<file path="config.mk">
export PLATFORM = sky130hd
export DESIGN_NAME = adder_result_fifo
export DESIGN_NICKNAME = d
export VERILOG_FILES = /design/src/rtl/adder_result_fifo.sv
export SDC_FILE = /design/constraint.sdc
export NUM_CORES = 1
export LEC_CHECK = 0
export CAP_MARGIN = 20
export CORE_AREA = 4 4 123 125
export DETAILED_ROUTE_END_ITERATION = 16
export DIE_AREA = 0 0 127 129
export GPL_TIMING_DRIVEN = 1
export PLACE_DENSITY = 0.66
export SLEW_MARGIN = 10
export SYNTH_ARGS = -nofsm -noshare
export SYNTH_HDL_FRONTEND = slang
export SYNTH_SLANG_ARGS = --single-unit
</file>
<file path="constraint.sdc">
create_clock -name clk -period 2.8 [get_ports clk]
set_input_delay 0.56 -clock clk [delete_from_list [all_inputs] [get_ports clk]]
set_output_delay 0.56 -clock clk [all_outputs]
set_load 0.01 [all_outputs]
</file>
<file path="src/rtl/adder_result_fifo.sv">
// Result collector for the non-stallable carry_pipe adder: tags each issued operand
// pair, captures the matching sum/carry PIPE_LAT edges later and serves it via valid/ready.
module adder_result_fifo #(
    parameter int WIDTH    = 32,
    parameter int PIPE_LAT = 2,
    parameter int DEPTH    = 4
) (
    input  logic                     clk,
    input  logic                     rst_n,
    input  logic                     issue_valid,
    output logic                     issue_ready,
    input  logic [WIDTH-1:0]         sum_in,
    input  logic                     cout_in,
    output logic                     out_valid,
    input  logic                     out_ready,
    output logic [WIDTH-1:0]         out_sum,
    output logic                     out_cout,
    output logic [$clog2(DEPTH):0]   count,
    output logic                     drop_err
);

    localparam int AW = $clog2(DEPTH);
    localparam int CW = AW + 1;

    logic [PIPE_LAT-1:0] vpipe;
    logic [AW-1:0]       rd_ptr;
    logic [AW-1:0]       wr_ptr;
    logic [WIDTH:0]      mem [DEPTH];
    logic [CW:0]         inflight;
    logic                accept;
    logic                push;
    logic                pop;

    // Credits cover both stored results and results still inside the adder, so a
    // capture can never find the FIFO full even though the adder cannot be stalled.
    always_comb begin
        inflight = '0;
        for (int i = 0; i < PIPE_LAT; i++) begin
            inflight = inflight + {{CW{1'b0}}, vpipe[i]};
        end
        issue_ready = ({1'b0, count} + inflight) < (CW + 1)'(DEPTH);
    end

    assign accept    = issue_valid & issue_ready;
    assign push      = vpipe[PIPE_LAT-1];
    assign out_valid = (count != '0);
    assign pop       = out_valid & out_ready;
    assign out_sum   = out_valid ? mem[rd_ptr][WIDTH-1:0] : '0;
    assign out_cout  = out_valid ? mem[rd_ptr][WIDTH] : 1'b0;

    always_ff @(posedge clk or negedge rst_n) begin
        if (!rst_n) begin
            vpipe <= '0;
        end else begin
            vpipe[0] <= accept;
            for (int i = 1; i < PIPE_LAT; i++) begin
                vpipe[i] <= vpipe[i-1];
            end
        end
    end

    always_ff @(posedge clk) begin
        if (push) begin
            mem[wr_ptr] <= {cout_in, sum_in};
        end
    end

    always_ff @(posedge clk or negedge rst_n) begin
        if (!rst_n) begin
            wr_ptr   <= '0;
            rd_ptr   <= '0;
            count    <= '0;
            drop_err <= 1'b0;
        end else begin
            if (push) begin
                wr_ptr <= wr_ptr + AW'(1);
            end
            if (pop) begin
                rd_ptr <= rd_ptr + AW'(1);
            end
            if (push && !pop) begin
                count <= count + CW'(1);
            end else if (pop && !push) begin
                count <= count - CW'(1);
            end
            if (issue_valid && !issue_ready) begin
                drop_err <= 1'b1;
            end
        end
    end

endmodule
</file>
==> results of run 1 <==
## sequential cells by signal, indices dropped and copies added, names as in the netlist
register,flops
vpipe,2
mem,132
rd_ptr,2
drop_err,1
count,3
wr_ptr,2
## path summary, 6_finish.rpt
| kind | start | endpoint | slack (ps) | cells after the start |
|---|---|---|---|---|
| max | rd_ptr[0] | out_sum[5] | 90 | 6 |
| min | vpipe[0] | vpipe[1] | 370 | 0 |
| max reg2reg | count[1] | count[2] | 470 | 9 |
| min reg2reg | vpipe[0] | vpipe[1] | 370 | 0 |
| max in group asynchronous | rst_n | rd_ptr[1] | 2000 | 1 |
| min in group asynchronous | rst_n | count[2] | 460 | 1 |
## critical path: stages, from the launching register on
cell	delay, ps
dfrtp_2	390
buf_6	150
buf_12	130
buf_4	130
mux4_2	490
and2_1	160
dlygate4sd2_1	280
## routing by layer
layer  routed length (um)  GRT usage (%)  share of wire, %
met3                  598           4.61               5.7
met1                 4490           17.8                43
met5                   20              0              0.19
met2                 5130           21.1                49
met4                  179           6.06               1.7
## stage by stage
step / util, % / hold slack [ps]
2_1_floorplan: - / 264
3_3_place_gp: 47.3 / 366
3_5_place_dp: 47.3 / 366
4_1_cts: 52.3 / 379
5_1_grt: 52.8 / 391
6_report: 52.8 / 375
## where the power goes
group          internal, mW  total [mW]  switching, mW
clock                  1.48        2.31          0.837
combinational          1.56        2.72           1.16
sequential             2.69        2.84          0.148
total                  5.72        7.87           2.15
## cells by family after synthesis
kind of cell,after synthesis,synth area share (%)
flip-flops,142,76.1
AND/OR/NAND/NOR,43,4.70
multiplexers,34,14.0
buffers and inverters,16,2.17
adder cells (fa/ha/maj),7,1.72
XOR/XNOR,6,0.949
AO/OA/AOI/OAI,4,0.452
## area by class of cell
cell class                      count  area [um^2]
Multi-Input combinational cell     94         1210
Clock buffer                       20          467
Timing Repair Buffer              104         1030
Inverter                            4         15.0
Tap cell                          180          225
Clock inverter                     12          160
Fill cell                        1119         6550
Sequential cell                   142         4220
## cell usage after synthesis, drive strengths merged
cell      n  area, um^2
a21o      1        7.51
clkbuf    5        18.8
buf       7        86.3
o21bai    1        7.51
xor2      3        26.3
mux2      1        11.3
mux4     33         762
fa        1        20.0
nand3     1        5.00
or3       1        6.26
inv       4        15.0
o21ai     1        5.00
and2     38         238
nand2     2        7.51
edfxtp  132        3960
ha        6        75.1
a21oi     1        5.00
nor2      1        3.75
dfrtp    10         250
xnor2     3        26.3
## timing repair
action | 4_1_cts | 5_1_grt
buffers inserted | 6 | 7
resized for setup | 30 | 9
endpoints found under the setup margin | 30 | 11
gates cloned | 1 | 0
==> results.md, run 1 <==
- Outcome: finished clean
- Worst VDD drop: 0.000552 V
- Clk slew on worst S/H paths: 60 ps
- Core footprint: 13900 um^2
- Critical Path Sink Type: output port
- Clock latency on the worst-skew pair: 410 ps
- Hold Fails Final Rpt: 0
- CTS Buf Count: 17
- Inst Count DP: 510
- Initial DRC count: 176
- Worst Path Arrival: 2150 ps
- Post-synthesis cell type count: 23
- Syn Nets: 296
- Final worst path period share: 96.9%
- PwrDens: 1070 nW/um^2
- CTS tree: built
- Synth warn: 0
- Crit-path max FO: 10
- Via-per-instance ratio: 4.88
- Least-Margin Pin Slew: 514 ps
- Wire length per cell: 18.7 um
- Die area: 16400 um^2
- HP Class: register to register
- Pin count of the biggest net entering global routing: 37
- DRT Pass-1 Iters: 4
- Cells after Synth: 252
- Final WL: 10400 um
- Clock sink count: 142
- Kind of critical path: register to output port
- DR DRC count: 0
- Most common cell after layout, fill and taps aside: edfxtp_1
- Diodes inserted: 0
- RSZ-0062 raised after global routing: no
- Die X: 127 um
- Cts hold-fix bufs: 0
- F_max: 369 MHz
- Root buffer cell: clkbuf_16
- Post-DRT Antenna Nets: 0
- Post-synthesis average cell area: 22.0 um^2
- Tmin final: 2710 ps
- Grt ovf: 0
- Mapped Area: 5540 um^2
- FP Rows: 43
- IO Pins: 76
- Placed cell area: 6570 um^2
- Layout area overhead: 32.3%
- Post-DP HPWL: 6570 um
- Clock buffer depth: 2
- Port bufs: 75
- Initial antenna violation count: 1
- Max Slew Vio Count: 0
- Die height: 129 um
- Most frequent cells in the layout: 132 x edfxtp_1, 43 x clkdlybuf4s50_1, 34 x and2_1
- Htree depth: 4
- DR vias: 2716
- Clock skew: 6.44 ps
- Setup crit start kind: register
- Setup ws final: 86.7 ps
- Maxcap violations: 0
- Worst rel slew slack: 65.8%
- Sequential area share after synthesis: 76.1%
- Final Non-Filler Cells: 556
- Initial Util: 39.9%
- Layout Nets: 407
- First-pass GRT wire length: 16500 um
- Tot Pwr: 7.87 mW
- Final GP Congestion: 0.705
- Vias in the first global route: 2969
- Flops & latches, synth: 142
- Static Leak: 2.63 nW
- Final setup TNS: 0 ps
- Required time worst endpoint: 2240 ps
- Total Routing Usage GR: 13.7%
- Pre-CTS setup slack: 282 ps
- Final setup viols: 0
- Fin area: 7330 um^2
- Fraction of layout instances using a drive strength above 1: 25.8%
No activity file was read; power rests on OpenSTA's default activity.
==> inputs of run 2 (changes only) <==
Settings changed: REMOVE_ABC_BUFFERS from default to 1.
==> results.md, run 2 (synthesis results as in run 1) <==
- Fraction of layout instances using a drive strength above 1: 22.5%
- PwrDens: 1060 nW/um^2
- Die height: 129 um
- Initial antenna violation count: 0
- Worst Setup SP: rd_ptr[0]
- Required time worst endpoint: 2240 ps
- Post-DP HPWL: 6040 um
- Pin count of the biggest net entering global routing: 37
- Inst Count DP: 507
- F_max: 371 MHz
- First-pass GRT wire length: 15900 um
- Critical Path Sink Type: output port
- Via-per-instance ratio: 4.89
- Placed cell area: 6530 um^2
- Post-DRT Antenna Nets: 0
- HP Class: register to register
- Root buffer cell: clkbuf_16
- RSZ-0062 raised after global routing: no
- R2R cell count: 9
- Total Routing Usage GR: 13.2%
- Clock skew: 7.94 ps
- Max Slew Vio Count: 0
- Vias in the first global route: 2842
- Final GP Congestion: 0.687
- Layout area overhead: 30.4%
- Htree depth: 4
- Initial Util: 39.9%
- Final WL: 10000 um
- Largest register FFs: 132
- FILL cells: 1129
- Seq. cell area: 4220 um^2
- Final setup viols: 0
- Die area: 16400 um^2
- Core footprint: 13900 um^2
- Hold Fails Final Rpt: 0
- Worst VDD drop: 0.000566 V
- Clock sink count: 142
- Fin area: 7230 um^2
- DR DRC count: 0
- Clock buffer depth: 2
- Diodes inserted: 0
- Least-Margin Pin Slew: 527 ps
- Crit-path max FO: 12
- Worst Hold Launch: vpipe[0]
- Area of the multi-input gates: 1210 um^2
- Most frequent cells in the layout: 132 x edfxtp_1, 42 x clkdlybuf4s50_1, 34 x and2_1
- R2R Setup Slk: 430 ps
- IO Pins: 76
- DRT Pass-1 Iters: 4
- Initial DRC count: 192
- Wire length per cell: 18.4 um
- CTS Buf Count: 17
- Maxcap violations: 0
- R2r endpoint: count[2]
- Worst Setup EP: out_sum[8]
- Hold slack: 386 ps
- Kind of critical path: register to output port
- Outcome: finished clean
- Worst rel slew slack: 64.8%
- Worst r2r src: count[0]
- Layout Nets: 395
- Final worst path period share: 96.2%
- Clk slew on worst S/H paths: 60 ps
- Final Non-Filler Cells: 544
- Die X: 127 um
- Grt ovf: 0
- Clock latency on the worst-skew pair: 410 ps
- Worst Path Arrival: 2130 ps
- FP Rows: 43
- Reg with most FFs: mem
- DR vias: 2660
- Final setup TNS: 0 ps
- Port bufs: 75
- Cts hold-fix bufs: 0
- CTS tree: built
- Setup crit start kind: register
- Tmin final: 2690 ps
- Static Leak: 2.57 nW
- Most common cell after layout, fill and taps aside: edfxtp_1
- Largest regs: mem x132, count x3
-- run 2: final cells by class --
type | instances | share of cell area (%)
sequential | 142 | 58.4
multi-input combinational | 94 | 16.8
timing repair buffer | 92 | 13.2
clock buffer | 19 | 5.99
tap | 180 | 3.12
clock inverter | 13 | 2.32
inverter | 4 | 0.208
-- run 2: critical path, cell delays in order, from the launching register on --
cell and delay (ps):
dfrtp_2 390, buf_12 130, buf_16 160, buf_4 120, mux4_2 470, and2_1 160, dlygate4sd2_1 280
-- run 2: how the worst min path moves through the flow --
stage	endpoint	cells past startpoint
CTS	vpipe[1]	0
floorplan	count[0]	0
finish	vpipe[1]	0
global placement	vpipe[1]	0
detailed placement	vpipe[1]	0
global route	vpipe[1]	0
-- run 2: what timing repair did --
action                                  in CTS  in global routing
hold endpoints to repair                     0                  0
setup buffers                                3                  0
pin swaps                                    0                  0
endpoints found under the setup margin      26                  8
gates cloned                                 2                  0
gates resized for setup                     31                  8
-- run 2: per-stage QoR --
step,setup slack [ps],util (%),power (mW)
6_report,106,52.1,7.66
5_1_grt,3.87,52.1,8.10
4_1_cts,0.0508,51.9,7.83
3_5_place_dp,402,47.1,5.59
3_3_place_gp,397,47.1,5.54
2_1_floorplan,-31.8,-,4.26
-- run 2: where the power goes --
group	leakage (nW)	total (mW)	internal, mW	switching (mW)
clock network	0.277	2.23	1.40	0.828
registers	1.31	2.82	2.69	0.126
logic	0.979	2.62	1.45	1.17
-- run 2: metal layers --
layer	part of all wire, %	wire length (um)	up-vias	track usage [%]
li1	-	-	1216	-
met1	44	4420	1364	16.8
met2	49	4870	70	20.9
met5	0	0	-	0
met4	1.3	128	0	4.73
met3	5.8	579	10	5.11
